==> config.mk <==
export PLATFORM = sky130hd
export DESIGN_NAME = ngp_commit
export DESIGN_NICKNAME = d
export VERILOG_FILES = /design/src/rtl/ngp_commit.sv
export SDC_FILE = /design/constraint.sdc
export NUM_CORES = 1
export LEC_CHECK = 0
export ABC_AREA = 1
export ABC_CLOCK_PERIOD_IN_PS = 3800
export BUFFER_PORTS_ARGS = -buffer_cell sky130_fd_sc_hd__buf_4
export CAP_MARGIN = 10
export CORE_ASPECT_RATIO = 1.5
export CORE_UTILIZATION = 30
export DETAILED_ROUTE_END_ITERATION = 10
export GPL_ROUTABILITY_DRIVEN = 0
export GPL_TIMING_DRIVEN = 0
export PLACE_DENSITY = 0.52
export SYNTH_ARGS = -nofsm -noshare
export SYNTH_HDL_FRONTEND = slang
export SYNTH_SLANG_ARGS = --single-unit
==> constraint.sdc <==
create_clock -name clk -period 3.8 [get_ports clk]
set_clock_uncertainty 0.2 [all_clocks]
set_input_delay 0.19 -clock clk [delete_from_list [all_inputs] [get_ports clk]]
set_output_delay 0.19 -clock clk [all_outputs]
set_load 0.02 [all_outputs]
==> src/rtl/ngp_commit.sv <==
// ngp_commit: commit/writeback stage of the nandgameplus core.
//   Retires execute-stage results into X/Y, advances or redirects the PC, and
//   performs *X memory writes through a registered request/grant handshake.
//   Ports:
//     clk, rst_n              clock, asynchronous active-low reset
//     ex_valid/ex_ready       result handshake from execute (ready from state only)
//     ex_out, ex_jmp, ex_dst  result value, branch taken, dest mask {X,Y,*X}
//     rx_reg, ry_reg          architectural X/Y fed back to execute
//     pc, redirect            fetch PC and one-cycle taken-jump pulse
//     mem_req/mem_gnt         write request/grant
//     mem_addr, mem_wdata     write address/data, stable while mem_req is high
module ngp_commit #(
  parameter int WIDTH = 16,
  parameter logic [WIDTH-1:0] RESET_PC = '0
) (
  input  logic             clk,
  input  logic             rst_n,
  input  logic             ex_valid,
  output logic             ex_ready,
  input  logic [WIDTH-1:0] ex_out,
  input  logic             ex_jmp,
  input  logic [2:0]       ex_dst,
  output logic [WIDTH-1:0] rx_reg,
  output logic [WIDTH-1:0] ry_reg,
  output logic [WIDTH-1:0] pc,
  output logic             redirect,
  output logic             mem_req,
  input  logic             mem_gnt,
  output logic [WIDTH-1:0] mem_addr,
  output logic [WIDTH-1:0] mem_wdata
);
  localparam logic S_RUN  = 1'b0;
  localparam logic S_MEMW = 1'b1;
  logic             r_state;
  logic [WIDTH-1:0] r_rx;
  logic [WIDTH-1:0] r_ry;
  logic [WIDTH-1:0] r_pc;
  logic             r_redirect;
  logic             r_mem_req;
  logic [WIDTH-1:0] r_mem_addr;
  logic [WIDTH-1:0] r_mem_wdata;
  logic             w_accept;
  logic             w_done;
  assign ex_ready  = (r_state == S_RUN);
  assign w_accept  = ex_valid && ex_ready;
  // A grant only counts against a request that is already registered high.
  assign w_done    = (r_state == S_MEMW) && r_mem_req && mem_gnt;
  assign rx_reg    = r_rx;
  assign ry_reg    = r_ry;
  assign pc        = r_pc;
  assign redirect  = r_redirect;
  assign mem_req   = r_mem_req;
  assign mem_addr  = r_mem_addr;
  assign mem_wdata = r_mem_wdata;
  // Jump target and write address both use X as it was before this commit.
  always_ff @(posedge clk or negedge rst_n) begin
    if (!rst_n) begin
      r_state     <= S_RUN;
      r_rx        <= '0;
      r_ry        <= '0;
      r_pc        <= RESET_PC;
      r_redirect  <= 1'b0;
      r_mem_req   <= 1'b0;
      r_mem_addr  <= '0;
      r_mem_wdata <= '0;
    end else begin
      r_redirect <= w_accept && ex_jmp;
      if (w_accept) begin
        if (ex_dst[2]) r_rx <= ex_out;
        if (ex_dst[1]) r_ry <= ex_out;
        if (ex_dst[0]) begin
          r_mem_addr  <= r_rx;
          r_mem_wdata <= ex_out;
          r_mem_req   <= 1'b1;
          r_state     <= S_MEMW;
        end
        r_pc <= ex_jmp ? r_rx : r_pc + 1'b1;
      end else if (w_done) begin
        r_mem_req <= 1'b0;
        r_state   <= S_RUN;
      end
    end
  end
endmodule

==> load_flow_metrics.sql, run 1 <==
INSERT INTO impl_metrics (metric_group, metric, value, unit) VALUES
('power_and_ir_drop', 'fin_total_pwr', '3.06', 'mW'),
('clocking', 'root_buffer', 'clkbuf_16', ''),
('logic_synthesis', 'synth_area_leaders', 'dfrtp_1 (58%), nand2_1 (12%), o21ai_1 (5.7%), inv_1 (4.6%), o21ai_0 (4.2%)', ''),
('placement', 'dp_slack', '2.13', 'ns'),
('setup_path', 'startpoint_type', 'register', ''),
('route', 'route.detailed.drc', '0', ''),
('timing', 'final.setup.worst_slack', '1.81', 'ns'),
('placement', 'dpl_cell_area', '4520', 'um^2'),
('timing', 'part_of_the_cycle_the_worst_path_needs', '52.4', '%'),
('global_route', 'antenna_violations_before_repair', '0', ''),
('layout', 'areaGrowthSynthToFinish', '42.2', '%'),
('logic_synthesis', 'postSynthRegisterBits', '82', ''),
('logic_synthesis', 'synth_sequential_area_ratio', '58.0', '%'),
('logic_synthesis', 'synthesis.nets', '426', ''),
('timing', 'min_period', '1.99', 'ns'),
('route', 'routed_via_density', '4.63', ''),
('timing', 'max_slew.worst_pin.slew', '1.07', 'ns'),
('logic_synthesis', 'number_of_distinct_library_cells_after_synthesis', '27', ''),
('layout', 'layout.core_utilization', '43.7', '%'),
('layout', 'layout.cells.most_common_list', 'nand2_1 (112), buf_4 (105), dfrtp_1 (82)', ''),
('route', 'route.vias.total', '3214', ''),
('timing', 'timing.final.hold_violations', '0', ''),
('layout', 'finish.instance_area', '5030', 'um^2'),
('layout', 'antenna-diode-count', '0', ''),
('setup_path', 'worstPathMaxFanout', '10', ''),
('placement', 'place_inst', '656', ''),
('power_and_ir_drop', 'worst_ir_drop_vdd', '0.278', 'mV'),
('route', 'dr.first_iter.drc_count', '165', ''),
('die', 'design.die.area', '12300', 'um^2'),
('setup_path', 'setup.worst_path.end_class', 'register', ''),
('logic_synthesis', 'synthesized_netlist_cell_count', '401', ''),
('global_route', 'grt_overflow_total', '0', ''),
('placement', 'place_hpwl', '7790', 'um'),
('timing', 'fmax', '0.502', 'GHz'),
('logic_synthesis', 'syn_avg_cell_area', '8.83', 'um^2'),
('layout', 'nets', '564', ''),
('global_route', 'grt_pass1_vias', '3197', ''),
('clocking', 'max-clock-path-buffers', '2', ''),
('clocking', 'cts_tree', 'built', ''),
('hold_path', 'holdCritPathClass', 'in -> reg', ''),
('power_and_ir_drop', 'powerDensity', '607', 'nW/um^2'),
('logic_synthesis', 'area_fraction_of_the_dominant_cell_type_after_synthesis', '58.0', '%'),
('route', 'drt-total-wl', '10600', 'um'),
('route', 'ant_nets', '0', ''),
('clocking', 'postCtsSetupRepairBufs', '0', ''),
('die', 'die_w', '90.7', 'um'),
('timing', 'slew_headroom', '28.8', '%'),
('die', 'ios', '107', ''),
('die', 'floorplan.core_area', '11500', 'um^2'),
('outcome', 'outcome', 'complete, no violations', ''),
('clocking', 'post_cts_resized', '0', ''),
('clocking', 'clk_pin_slew', '0.06', 'ns'),
('job', 'max_cap_violations', '0', ''),
('layout', 'layout_commonest_cell', 'nand2_1', ''),
('logic_synthesis', 'yosysWarningCount', '0', ''),
('timing', 'worst_hold_slack', '0.0525', 'ns'),
('placement', 'buffer_ports.inserted', '105', ''),
('route', 'wl_per_cell', '15.3', 'um'),
('clocking', 'cts_htree_levels', '3', ''),
('layout', 'final_layout_size_suffix_gt1_share', '27.9', '%'),
('clocking', 'cts.sinks', '82', ''),
('setup_path', 'ws_path_type', 'reg -> reg', ''),
('power_and_ir_drop', 'leakagePower', '2.55', 'nW'),
('setup_path', 'worstPathRequired', '3.87', 'ns'),
('logic_synthesis', 'syn-cell-area', '3540', 'um^2'),
('clocking', 'cts_buffers', '9', ''),
('timing', 'totalNegativeSetupSlack', '0', 'ns'),
('timing', 'maxSlewViolCount', '0', ''),
('global_route', 'grt_pass1_wl', '17000', 'um'),
('layout', 'layout.cells.non_filler', '694', ''),
('die', 'fp.dieH', '135', 'um'),
('die', 'initial_core_util', '30.7', '%'),
('die', 'row_count', '48', ''),
('clocking', 'clkLatencyLatePin', '0.34', 'ns'),
('timing', 'finalSetupViolations', '0', ''),
('setup_path', 'worst_ep_arrival_time', '2.06', 'ns'),
('global_route', 'grt_max_degree', '83', ''),
('route', 'drt_first_pass_iters', '4', ''),
('clocking', 'holdBufCountCts', '22', ''),
('logic_synthesis', 'synth_largest_area_cell', 'dfrtp_1', ''),
('timing', 'unrepaired_setup_endpoints_after_global_routing', 'no', ''),
('global_route', 'global_route.usage.total', '18.0', '%');
[cell usage after synthesis, drive strengths merged]
| cell | count |
|---|---|
| xor2 | 1 |
| nand4 | 2 |
| dfrtp | 82 |
| buf | 13 |
| o211ai | 3 |
| ha | 1 |
| nand3b | 2 |
| nor2 | 17 |
| clkinv | 1 |
| o21bai | 1 |
| nand2 | 119 |
| a21oi | 11 |
| o21ai | 70 |
| inv | 49 |
| o221ai | 2 |
| mux2 | 4 |
| clkbuf | 4 |
| nand3 | 19 |
[worst max-delay path, stage by stage (launching register included)]
cell	delay (ns)
dfrtp_1	0.39
inv_2	0.07
nand2_2	0.07
inv_2	0.07
buf_6	0.16
nand2_2	0.08
buf_2	0.20
o21ai_1	0.13
dlygate4sd3_1	0.55
[power breakdown]
part	leakage [nW]	internal, mW	switching [mW]	total [mW]
Combinational	1.38	0.401	0.550	0.951
Sequential	1.02	1.06	0.174	1.24
Clock	0.149	0.525	0.343	0.868
[worst paths after layout]
check                           endpoint  slack [ns]  depth (start not counted)           from
max                            rx_reg[0]        1.81                          8        mem_req
min                             redirect        0.05                          3         ex_jmp
max reg2reg                    rx_reg[0]        1.81                          8        mem_req
min reg2reg                mem_wdata[10]        0.29                          2  mem_wdata[10]
max in group asynchronous          pc[9]        2.31                          2          rst_n
min in group asynchronous          pc[4]        0.38                          2          rst_n
[kinds of logic (layout without fill, tap and decap cells)]
group	Yosys count	after routing	synth area share (%)
DFF	82	82	58.0
and+or+nand+nor	159	159	19.0
buffers and inverters	67	210	8.27
AOI/OAI and AO/OA	87	87	12.9
adders and majority gates	1	1	0.353
xor gates and xnor gates	1	1	0.247
muxes	4	4	1.27
[area by class of cell]
class,count,area [um^2]
clock inverters,5,53.8
clock buffers,11,243
well taps,150,188
flip-flops and latches,82,2050
plain buffers,17,105
fillers,1173,6500
inverters,50,188
repair buffers,127,1010
multi-input cells,252,1200
[layer usage]
metal,vias up,track usage (%),share of wire (%)
met5,-,0,0
met4,0,7.17,1.5
met3,11,2.70,4.2
met2,93,32.7,54
met1,1552,21.2,40
li1,1558,-,-
Power figures use the tool's default switching activity.
==> run 2: changes to the inputs <==
Settings changed: ABC_CLOCK_PERIOD_IN_PS 3800 to 2050.
Clock period 3.8 ns to 2.05 ns, I/O delays scaled along.
==> run 2 against run 1 <==
  * Combinational power up 86%
  * Register-to-register slack worse by 1.7 ns
  * Maximum frequency up 2.5%
  * Global-route usage about the same
  * Sequential power up 85%
  * Cell area up 0.32%
  * Die area unchanged
==> load_flow_metrics.sql, run 2 (synthesized netlist as in run 1, its figures left out) <==
INSERT INTO impl_metrics (metric_group, metric, value, unit) VALUES
('outcome', 'outcome', 'complete, no violations', ''),
('timing', 'timing.final.hold_violations', '0', ''),
('die', 'design.die.area', '12300', 'um^2'),
('route', 'routed_via_density', '4.61', ''),
('timing', 'totalNegativeSetupSlack', '0', 'ns'),
('clocking', 'max-clock-path-buffers', '2', ''),
('timing', 'maxSlewViolCount', '0', ''),
('clocking', 'clkLatencyLatePin', '0.33', 'ns'),
('global_route', 'grt_overflow_total', '0', ''),
('route', 'drt_first_pass_iters', '4', ''),
('die', 'initial_core_util', '30.7', '%'),
('power_and_ir_drop', 'powerDensity', '1120', 'nW/um^2'),
('setup_path', 'worstPathRequired', '2.12', 'ns'),
('route', 'wl_per_cell', '15.2', 'um'),
('global_route', 'grt_pass1_wl', '17000', 'um'),
('layout', 'sequential_cell_area', '2050', 'um^2'),
('setup_path', 'worstPathMaxFanout', '10', ''),
('die', 'fp.dieH', '135', 'um'),
('clocking', 'postCtsSetupRepairBufs', '0', ''),
('global_route', 'grt_max_degree', '83', ''),
('route', 'dr.first_iter.drc_count', '157', ''),
('layout', 'areaGrowthSynthToFinish', '42.6', '%'),
('clocking', 'clk_pin_slew', '0.06', 'ns'),
('setup_path', 'cell_count_of_the_worst_reg_to_reg_path', '8', ''),
('die', 'ios', '107', ''),
('power_and_ir_drop', 'fin_total_pwr', '5.66', 'mW'),
('layout', 'layout_commonest_cell', 'nand2_1', ''),
('global_route', 'global_route.usage.total', '18.0', '%'),
('clocking', 'root_buffer', 'clkbuf_16', ''),
('timing', 'unrepaired_setup_endpoints_after_global_routing', 'no', ''),
('layout', 'multi_input_area', '1200', 'um^2'),
('clocking', 'cts_buffers', '9', ''),
('die', 'row_count', '48', ''),
('hold_path', 'holdCritPathClass', 'in -> reg', ''),
('placement', 'buffer_ports.inserted', '105', ''),
('placement', 'place_inst', '656', ''),
('job', 'max_cap_violations', '0', ''),
('clocking', 'cts_htree_levels', '3', ''),
('timing', 'final.setup.worst_slack', '0.107', 'ns'),
('layout', 'layout.cells.most_common_list', 'nand2_1 (112), buf_4 (106), dfrtp_1 (82)', ''),
('layout', 'nets', '565', ''),
('die', 'floorplan.core_area', '11500', 'um^2'),
('route', 'route.detailed.drc', '0', ''),
('die', 'die_w', '90.7', 'um'),
('timing', 'max_slew.worst_pin.slew', '1.07', 'ns'),
('layout', 'layout.cells.non_filler', '695', ''),
('global_route', 'antenna_violations_before_repair', '0', ''),
('setup_path', 'worst_ep_arrival_time', '2.01', 'ns'),
('clocking', 'cts.sinks', '82', ''),
('timing', 'min_period', '1.94', 'ns'),
('layout', 'num-fill-cells', '1170', ''),
('setup_path', 'startpoint_type', 'register', ''),
('placement', 'dp_slack', '0.384', 'ns'),
('timing', 'part_of_the_cycle_the_worst_path_needs', '94.8', '%'),
('timing', 'fmax', '0.515', 'GHz'),
('route', 'drt-total-wl', '10600', 'um'),
('clocking', 'cts_tree', 'built', ''),
('power_and_ir_drop', 'leakagePower', '2.56', 'nW'),
('route', 'ant_nets', '0', ''),
('layout', 'layout.core_utilization', '43.8', '%'),
('global_route', 'grt_pass1_vias', '3203', ''),
('route', 'route.vias.total', '3202', ''),
('hold_path', 'hold_depth', '3', ''),
('timing', 'finalSetupViolations', '0', ''),
('setup_path', 'ws_path_type', 'reg -> reg', ''),
('setup_path', 'setup.worst_path.end_class', 'register', ''),
('timing', 'slew_headroom', '28.8', '%'),
('layout', 'final_layout_size_suffix_gt1_share', '27.9', '%'),
('power_and_ir_drop', 'worst_ir_drop_vdd', '0.516', 'mV'),
('placement', 'place_hpwl', '7790', 'um'),
('layout', 'antenna-diode-count', '0', '');
-- run 2: worst max-delay path, stage by stage, from the launching register on --
cell and delay [ns]:
dfrtp_1 0.39, inv_2 0.07, nand2_2 0.07, inv_2 0.08, buf_8 0.15, nand2_2 0.08, buf_4 0.18, o21ai_1 0.11
dlygate4sd3_1 0.55
-- run 2: worst paths after layout --
kind | startpoint | endpoint | slack [ns]
max | mem_req | rx_reg[1] | 0.11
min | ex_dst[0] | mem_addr[5] | 0.04
max reg2reg | mem_req | rx_reg[1] | 0.11
min reg2reg | mem_wdata[10] | mem_wdata[10] | 0.29
max in group asynchronous | rst_n | pc[9] | 0.65
min in group asynchronous | rst_n | pc[4] | 0.29
-- run 2: per-layer routing --
metal,track usage (%),up-vias,share of wire (%)
li1,-,1564,-
met2,32.7,86,54
met3,2.70,15,4.2
met5,0,-,0
met4,7.17,0,1.7
met1,21.3,1537,40
-- run 2: what timing repair did --
item                                    4_1_cts  5_1_grt
endpoints found under the hold margin       132        0
endpoints found under the setup margin        0        2
gates resized for setup                       0        3
hold buffers                                 23        0
-- run 2: where the power goes --
| part | switching (mW) | internal, mW | leakage [nW] |
|---|---|---|---|
| logic | 1.02 | 0.747 | 1.39 |
| clock network | 0.629 | 0.973 | 0.149 |
| registers | 0.322 | 1.97 | 1.02 |
| total | 1.97 | 3.69 | 2.56 |
-- run 2: final cells by class --
type                       count  area share [%]
buffer                        17            2.21
clock buffer                  11            4.81
clock inverter                 5            1.07
inverter                      50            3.72
multi-input combinational    252            23.7
sequential                    82            40.6
tap                          150            3.72
timing repair buffer         128            20.2
-- run 2: through the flow --
| stage | area (um^2) | hold slack, ns |
|---|---|---|
| 2_1_floorplan | 3540 | -0.393 |
| 3_3_place_gp | 4520 | 0.0882 |
| 3_5_place_dp | 4520 | 0.0927 |
| 4_1_cts | 5040 | 0.0426 |
| 5_1_grt | 5050 | 0.0800 |
| 6_report | 5050 | 0.0388 |
